**config.mk**
```make
export PLATFORM = sky130hd
export DESIGN_NAME = sample_rom_arbiter
export DESIGN_NICKNAME = d
export VERILOG_FILES = /design/src/rtl/sample_rom_arbiter.sv
export SDC_FILE = /design/constraint.sdc
export NUM_CORES = 1
export LEC_CHECK = 0
export CAP_MARGIN = 20
export CORE_AREA = 10 10 94 158
export DETAILED_ROUTE_END_ITERATION = 8
export DIE_AREA = 0 0 104 168
export PLACE_DENSITY = 0.86
export SYNTH_ARGS = -nofsm -noshare
export SYNTH_HDL_FRONTEND = slang
export SYNTH_SLANG_ARGS = --single-unit
export TNS_END_PERCENT = 30
```
**constraint.sdc**
```tcl
create_clock -name CLK_32M -period 2.3 [get_ports CLK_32M]
set_input_delay 0.46 -clock CLK_32M [delete_from_list [all_inputs] [get_ports CLK_32M]]
set_output_delay 0.46 -clock CLK_32M [all_outputs]
set_load 0.02 [all_outputs]
```
**src/rtl/sample_rom_arbiter.sv**
```systemverilog
// -----------------------------------------------------------------------------
// sample_rom_arbiter
//
// This module shares the single sample-ROM read port between two requesters:
//   port A - sample playback engine (real-time)
//   port B - CPU-side sample ROM readback / debug path
//
// It uses round-robin arbitration and keeps a one-entry last-address cache per
// port. If the ROM does not answer in time, the access is abandoned and
// returns 8'h00, which is the end-of-sample marker.
//
// Ports:
//   CLK_32M, reset_n       clock (rising edge), asynchronous active-low reset
//   a_req/a_addr           port A request level + byte address (held until ack)
//   a_ack/a_data           port A one-cycle completion pulse + read data
//   b_req/b_addr           port B request level + byte address
//   b_ack/b_data           port B one-cycle completion pulse + read data
//   rom_req/rom_addr       ROM request level + stable address
//   rom_rdy/rom_data       ROM one-cycle response pulse + data
//   timeout_err            sticky flag, set by any ROM timeout
// -----------------------------------------------------------------------------
module sample_rom_arbiter #(
    parameter int ADDR_W  = 18,
    parameter int TIMEOUT = 255
) (
    input  logic              CLK_32M,
    input  logic              reset_n,
    input  logic              a_req,
    input  logic [ADDR_W-1:0] a_addr,
    output logic              a_ack,
    output logic [7:0]        a_data,
    input  logic              b_req,
    input  logic [ADDR_W-1:0] b_addr,
    output logic              b_ack,
    output logic [7:0]        b_data,
    output logic              rom_req,
    output logic [ADDR_W-1:0] rom_addr,
    input  logic              rom_rdy,
    input  logic [7:0]        rom_data,
    output logic              timeout_err
);

    localparam int               CNT_W    = 10;
    // The counter holds the number of ISSUE cycles already completed. The
    // TIMEOUT-th ISSUE cycle is therefore the cycle in which it equals TIMEOUT-1.
    localparam logic [CNT_W-1:0] CNT_LAST = CNT_W'(TIMEOUT - 1);

    typedef enum logic [1:0] {IDLE, HIT, ISSUE, RESP} state_t;

    state_t            state_reg;
    logic              g_port_reg;       // 0 = port A, 1 = port B
    logic              last_grant_reg;
    logic [ADDR_W-1:0] g_addr_reg;
    logic [CNT_W-1:0]  cnt_reg;
    logic [7:0]        resp_data_reg;    // byte to hand back in RESP
    logic [1:0]        cache_valid_reg;
    logic [ADDR_W-1:0] cache_addr_reg [2];
    logic [7:0]        cache_data_reg [2];
    logic [1:0]        ack_reg;
    logic [7:0]        data_reg [2];
    logic              rom_req_reg;
    logic [ADDR_W-1:0] rom_addr_reg;
    logic              timeout_err_reg;

    logic [1:0]        req_vec;
    logic [ADDR_W-1:0] addr_vec [2];
    logic [1:0]        pending;
    logic [1:0]        hit_vec;
    logic              grant_any;
    logic              grant_port;

    assign req_vec     = {b_req, a_req};
    assign addr_vec[0] = a_addr;
    assign addr_vec[1] = b_addr;

    generate
        for (genvar gi = 0; gi < 2; gi++) begin : gen_port
            // A port whose ack is pulsing this cycle is not eligible. This stops
            // a requester that drops req on ack from being served twice.
            assign pending[gi] = req_vec[gi] & ~ack_reg[gi];
            assign hit_vec[gi] = cache_valid_reg[gi] &&
                                 (cache_addr_reg[gi] == addr_vec[gi]);
        end
    endgenerate

    always_comb begin
        grant_any = |pending;
        if (&pending) begin
            grant_port = ~last_grant_reg;
        end else begin
            grant_port = pending[1];
        end
    end

    always_ff @(posedge CLK_32M or negedge reset_n) begin
        if (!reset_n) begin
            state_reg       <= IDLE;
            g_port_reg      <= 1'b0;
            last_grant_reg  <= 1'b1;          // B, so A wins the first tie
            g_addr_reg      <= '0;
            cnt_reg         <= '0;
            resp_data_reg   <= 8'h00;
            cache_valid_reg <= 2'b00;
            ack_reg         <= 2'b00;
            rom_req_reg     <= 1'b0;
            rom_addr_reg    <= '0;
            timeout_err_reg <= 1'b0;
            for (int i = 0; i < 2; i++) begin
                cache_addr_reg[i] <= '0;
                cache_data_reg[i] <= 8'h00;
                data_reg[i]       <= 8'h00;
            end
        end else begin
            ack_reg <= 2'b00;
            case (state_reg)
                IDLE: begin
                    if (grant_any) begin
                        g_port_reg     <= grant_port;
                        g_addr_reg     <= addr_vec[grant_port];
                        last_grant_reg <= grant_port;
                        if (hit_vec[grant_port]) begin
                            state_reg <= HIT;
                        end else begin
                            rom_addr_reg <= addr_vec[grant_port];
                            rom_req_reg  <= 1'b1;
                            cnt_reg      <= '0;
                            state_reg    <= ISSUE;
                        end
                    end
                end
                HIT: begin
                    ack_reg[g_port_reg]  <= 1'b1;
                    data_reg[g_port_reg] <= cache_data_reg[g_port_reg];
                    state_reg            <= IDLE;
                end
                ISSUE: begin
                    cnt_reg <= cnt_reg + 1'b1;
                    // rom_rdy is tested first so a response in the final
                    // cycle still counts as a success.
                    if (rom_rdy) begin
                        resp_data_reg               <= rom_data;
                        cache_data_reg[g_port_reg]  <= rom_data;
                        cache_addr_reg[g_port_reg]  <= g_addr_reg;
                        cache_valid_reg[g_port_reg] <= 1'b1;
                        rom_req_reg                 <= 1'b0;
                        state_reg                   <= RESP;
                    end else if (cnt_reg == CNT_LAST) begin
                        resp_data_reg               <= 8'h00;
                        cache_valid_reg[g_port_reg] <= 1'b0;
                        rom_req_reg                 <= 1'b0;
                        timeout_err_reg             <= 1'b1;
                        state_reg                   <= RESP;
                    end
                end
                RESP: begin
                    ack_reg[g_port_reg]  <= 1'b1;
                    data_reg[g_port_reg] <= resp_data_reg;
                    cnt_reg              <= '0;
                    state_reg            <= IDLE;
                end
                default: state_reg <= IDLE;
            endcase
        end
    end

    assign a_ack       = ack_reg[0];
    assign b_ack       = ack_reg[1];
    assign a_data      = data_reg[0];
    assign b_data      = data_reg[1];
    assign rom_req     = rom_req_reg;
    assign rom_addr    = rom_addr_reg;
    assign timeout_err = timeout_err_reg;

endmodule

```
==> results.py <==
metrics = {
    "power_and_ir_drop": {
        "vdd_drop_max_uv": 707.3,
        "p_switching_uw": 3827,
        "internal-power_uw": 7224,
        "clkPwrFrac_pct": 25.6,
        "p_seq_share_pct": 37.6,
        "powerDensity_mw_per_mm2": 1402,
        "combPwrFrac_pct": 36.8,
        "power.leakage_uw": 0.003378,
        "p_sw_share_pct": 34.63,
    },
    "worst_setup_path": {
        "crit_chain": "clkdlybuf4s50_1, xnor2_1, nand4_1, nor4_4, a221oi_1, o32ai_1",
        "critical-path-max-stage-delay_ns": 0.45,
        "worstPathMaxFanout": 5,
        "crit_family": "simple AND/OR/NAND/NOR gates",
        "critical_path.slowest_cell": "clkdlybuf4s50_1",
        "cp-end-kind": "flip-flop",
        "cp-start-kind": "primary input",
        "critical_path_required_ns": 2.60,
        "crit_arrival_ns": 2.47,
        "critPathKind": "in -> reg",
        "critPathBufInv": 1,
    },
    "cts": {
        "root_buffer": "clkbuf_16",
        "cts_buffer_depth": 2,
        "htreeDepth": 4,
        "postCtsSetupBuffers": 0,
        "cts_buffers": 17,
        "hold_buffers": 0,
        "insertion_delay_ns": 0.43,
        "cts_resized": 0,
        "clk_pin_slew_ns": 0.06,
        "cts_tree": "built",
        "clkSinkCount": 132,
    },
    "yosys": {
        "synthArstFlopShare_pct": 100.0,
        "syn_area_per_cell_um2": 12.11,
        "seq_area_frac_synth_pct": 54.38,
        "synthesis.area_mm2": 0.006077,
        "synth-seq-cells": 132,
        "synth.net_count": 553,
        "synth_ff_type": "dfrtp_1",
        "synth-edff-count": 0,
        "syn_inst": 502,
        "ys_types": 43,
        "ys_warn_count": 0,
    },
    "final_layout": {
        "diodes": 0,
        "drive_gt1_share_pct": 23.99,
        "largest_reg_flops": 36,
        "multiInputGateArea_mm2": 0.002605,
        "ff_latch_area_mm2": 0.003304,
        "final_nets": 659,
        "area_delta_synth_final_pct": 29.71,
        "stdcell_area_mm2": 0.007883,
        "num-fill-cells": 918,
    },
    "detailed_routing": {
        "drt-pass1-iter-count": 5,
        "drt_iter0_drc": 183,
        "drc": 0,
        "drt_wl_total_um": 15400,
        "via_per_inst": 5.447,
        "antenna_left": 0,
        "vias": 4298,
        "avgRoutedWirePerCell_um": 19.52,
    },
    "floorplan": {
        "core_mm2": 0.01230,
        "die_x_um": 104,
        "fp.dieH_um": 168,
        "io_pins": 87,
        "start_util_pct": 49.42,
        "die-area_mm2": 0.01747,
        "rows": 54,
    },
    "place": {
        "dp_hpwl_um": 11110,
        "port-buffer-count": 86,
        "dpl_cell_area_mm2": 0.007258,
        "dpl_worst_slack_ns": -0.2653,
        "place.gp.congestion": 0.8368,
    },
    "run_status": {
        "outcome": "completed",
    },
    "sta": {
        "slew_headroom_pct": 56.17,
        "setup_violations": 0,
        "rsz0062_at_grt": "no",
        "skew_ns": 0.01378,
        "timing.final.crit_share_pct": 94.40,
        "worst_pin_slew_ns": 0.6575,
        "max_freq_mhz": 460.6,
        "fin_crit_ns": 2.171,
        "maxSlewViolCount": 0,
        "setup_ws_ns": 0.1288,
        "timing.final.hold_violations": 0,
    },
    "global_route": {
        "grt_overflow": 0,
        "grt_max_degree": 48,
        "grt_usage_pct": 18.16,
        "grt_pass1_vias": 4832,
        "grt_pass1_wl_um": 25320,
        "grt_antenna_before_repair": 0,
    },
    "flow_run": {
        "drv_cap": 0,
    },
    "worst_hold_path": {
        "hp-class": "in -> async",
    },
}
==> cells in the mapped netlist (all sizes together) (8+ instances only) <==
library cell / n / share of area, %
dfrtp: 131 / 54
nor2: 63 / 4.1
a2bb2oi: 16 / 3.6
nand2: 37 / 2.4
xnor2: 35 / 5.0
nand4: 8 / 0.82
buf: 14 / 1.5
o21ai: 31 / 2.6
mux2i: 26 / 4.3
a21oi: 10 / 0.82
clkbuf: 8 / 0.49
mux2: 66 / 12
inv: 12 / 0.74
==> worst register-to-register path, stage by stage, from the launching register on <==
cell	delay (ns)
dfrtp_1	0.38
xnor2_1	0.31
nand4_1	0.24
nor4_4	0.42
a221oi_1	0.24
o32ai_1	0.35
==> cell families (layout without fill, tap and decap cells) <==
family                   Yosys count  after routing  share of synthesized area (%)
AO/OA/AOI/OAI                     70             70                          9.204
XOR/XNOR                          41             41                          5.909
adder cells (fa/ha/maj)            2              2                         0.4117
buffers and inverters             34            153                          2.759
flip-flops                       132            132                          54.38
multiplexers                      92             92                          16.51
AND/OR/NAND/NOR                  131            131                          10.83
==> cells in the final DEF, fill, tap and decap left out, types with 2 or more instances in the layout <==
cell type / instances
dfrtp_1: 131
clkdlybuf4s50_1: 85
mux2_2: 65
nor2_1: 61
nand2_1: 35
xnor2_1: 35
o21ai_0: 31
mux2i_1: 26
buf_4: 19
clkbuf_16: 17
a2bb2oi_2: 13
inv_1: 11
a21oi_1: 10
nand4_1: 8
clkinv_4: 7
xor2_1: 6
nand3_1: 5
buf_12: 5
nand2b_1: 4
a21o_1: 4
nor4_4: 3
a2bb2oi_1: 3
o32ai_1: 3
inv_8: 3
bufinv_16: 3
and2_1: 2
nand2_2: 2
nor2_4: 2
nand2b_4: 2
and4_1: 2
ha_1: 2
==> cell type report <==
| class | instances | area share [%] |
|---|---|---|
| clock inverters | 15 | 2.524 |
| clock buffers | 17 | 5.397 |
| multi-input cells | 336 | 33.05 |
| inverters | 12 | 0.5714 |
| well taps | 168 | 2.667 |
| repair buffers | 109 | 13.87 |
| flip-flops and latches | 132 | 41.92 |
==> metrics by stage <==
step / hold WS [ns] / setup TNS, ns / total power, µW / utilization [%] / std cells
after floorplan: 0.1644 / 0 / 6617 / - / 502
after global placement: 0.4595 / -4.308 / 7992 / 59.03 / 757
after detailed placement: 0.4618 / -5.089 / 8212 / 59.03 / 757
after CTS: 0.07299 / 0 / 11120 / 64.10 / 789
after global routing: 0.08874 / 0 / 11640 / 64.10 / 789
final: 0.05139 / 0 / 11050 / 64.10 / 789
==> power groups by stage <==
stage / registers (µW) / clock network [µW] / logic (µW)
3_5_place_dp: 4170 / 0 / 4050
3_3_place_gp: 4080 / 0 / 3910
6_report: 4150 / 2830 / 4070
2_1_floorplan: 4340 / 0 / 2280
4_1_cts: 4160 / 2860 / 4110
5_1_grt: 4280 / 2960 / 4400
==> layer usage <==
layer | global-route usage [%] | up-vias | wire [µm]
li1 | - | 1961 | -
met1 | 17.69 | 2171 | 5337
met2 | 33.86 | 125 | 8753
met3 | 4.396 | 41 | 604
met4 | 10.46 | 0 | 706
met5 | 0 | - | 0
==> worst paths after layout <==
kind | from | to | slack (ns) | cells after the start
max | b_addr[8] | cnt_reg[1]$_DFFE_PN0P_ | 0.13 | 6
min | reset_n | rom_addr[5]$_DFFE_PN0P_ | 0.05 | 1
max reg2reg | cache_addr_reg[8]$_DFFE_PN0P_ | cnt_reg[1]$_DFFE_PN0P_ | 0.23 | 5
min reg2reg | timeout_err$_DFFE_PN0P_ | timeout_err$_DFFE_PN0P_ | 0.47 | 1
max in group asynchronous | reset_n | cache_addr_reg[17]$_DFFE_PN0P_ | 1.55 | 2
min in group CLK_32M | timeout_err$_DFFE_PN0P_ | timeout_err$_DFFE_PN0P_ | 0.47 | 1
Note: power is estimated with default switching activity, not from simulation.
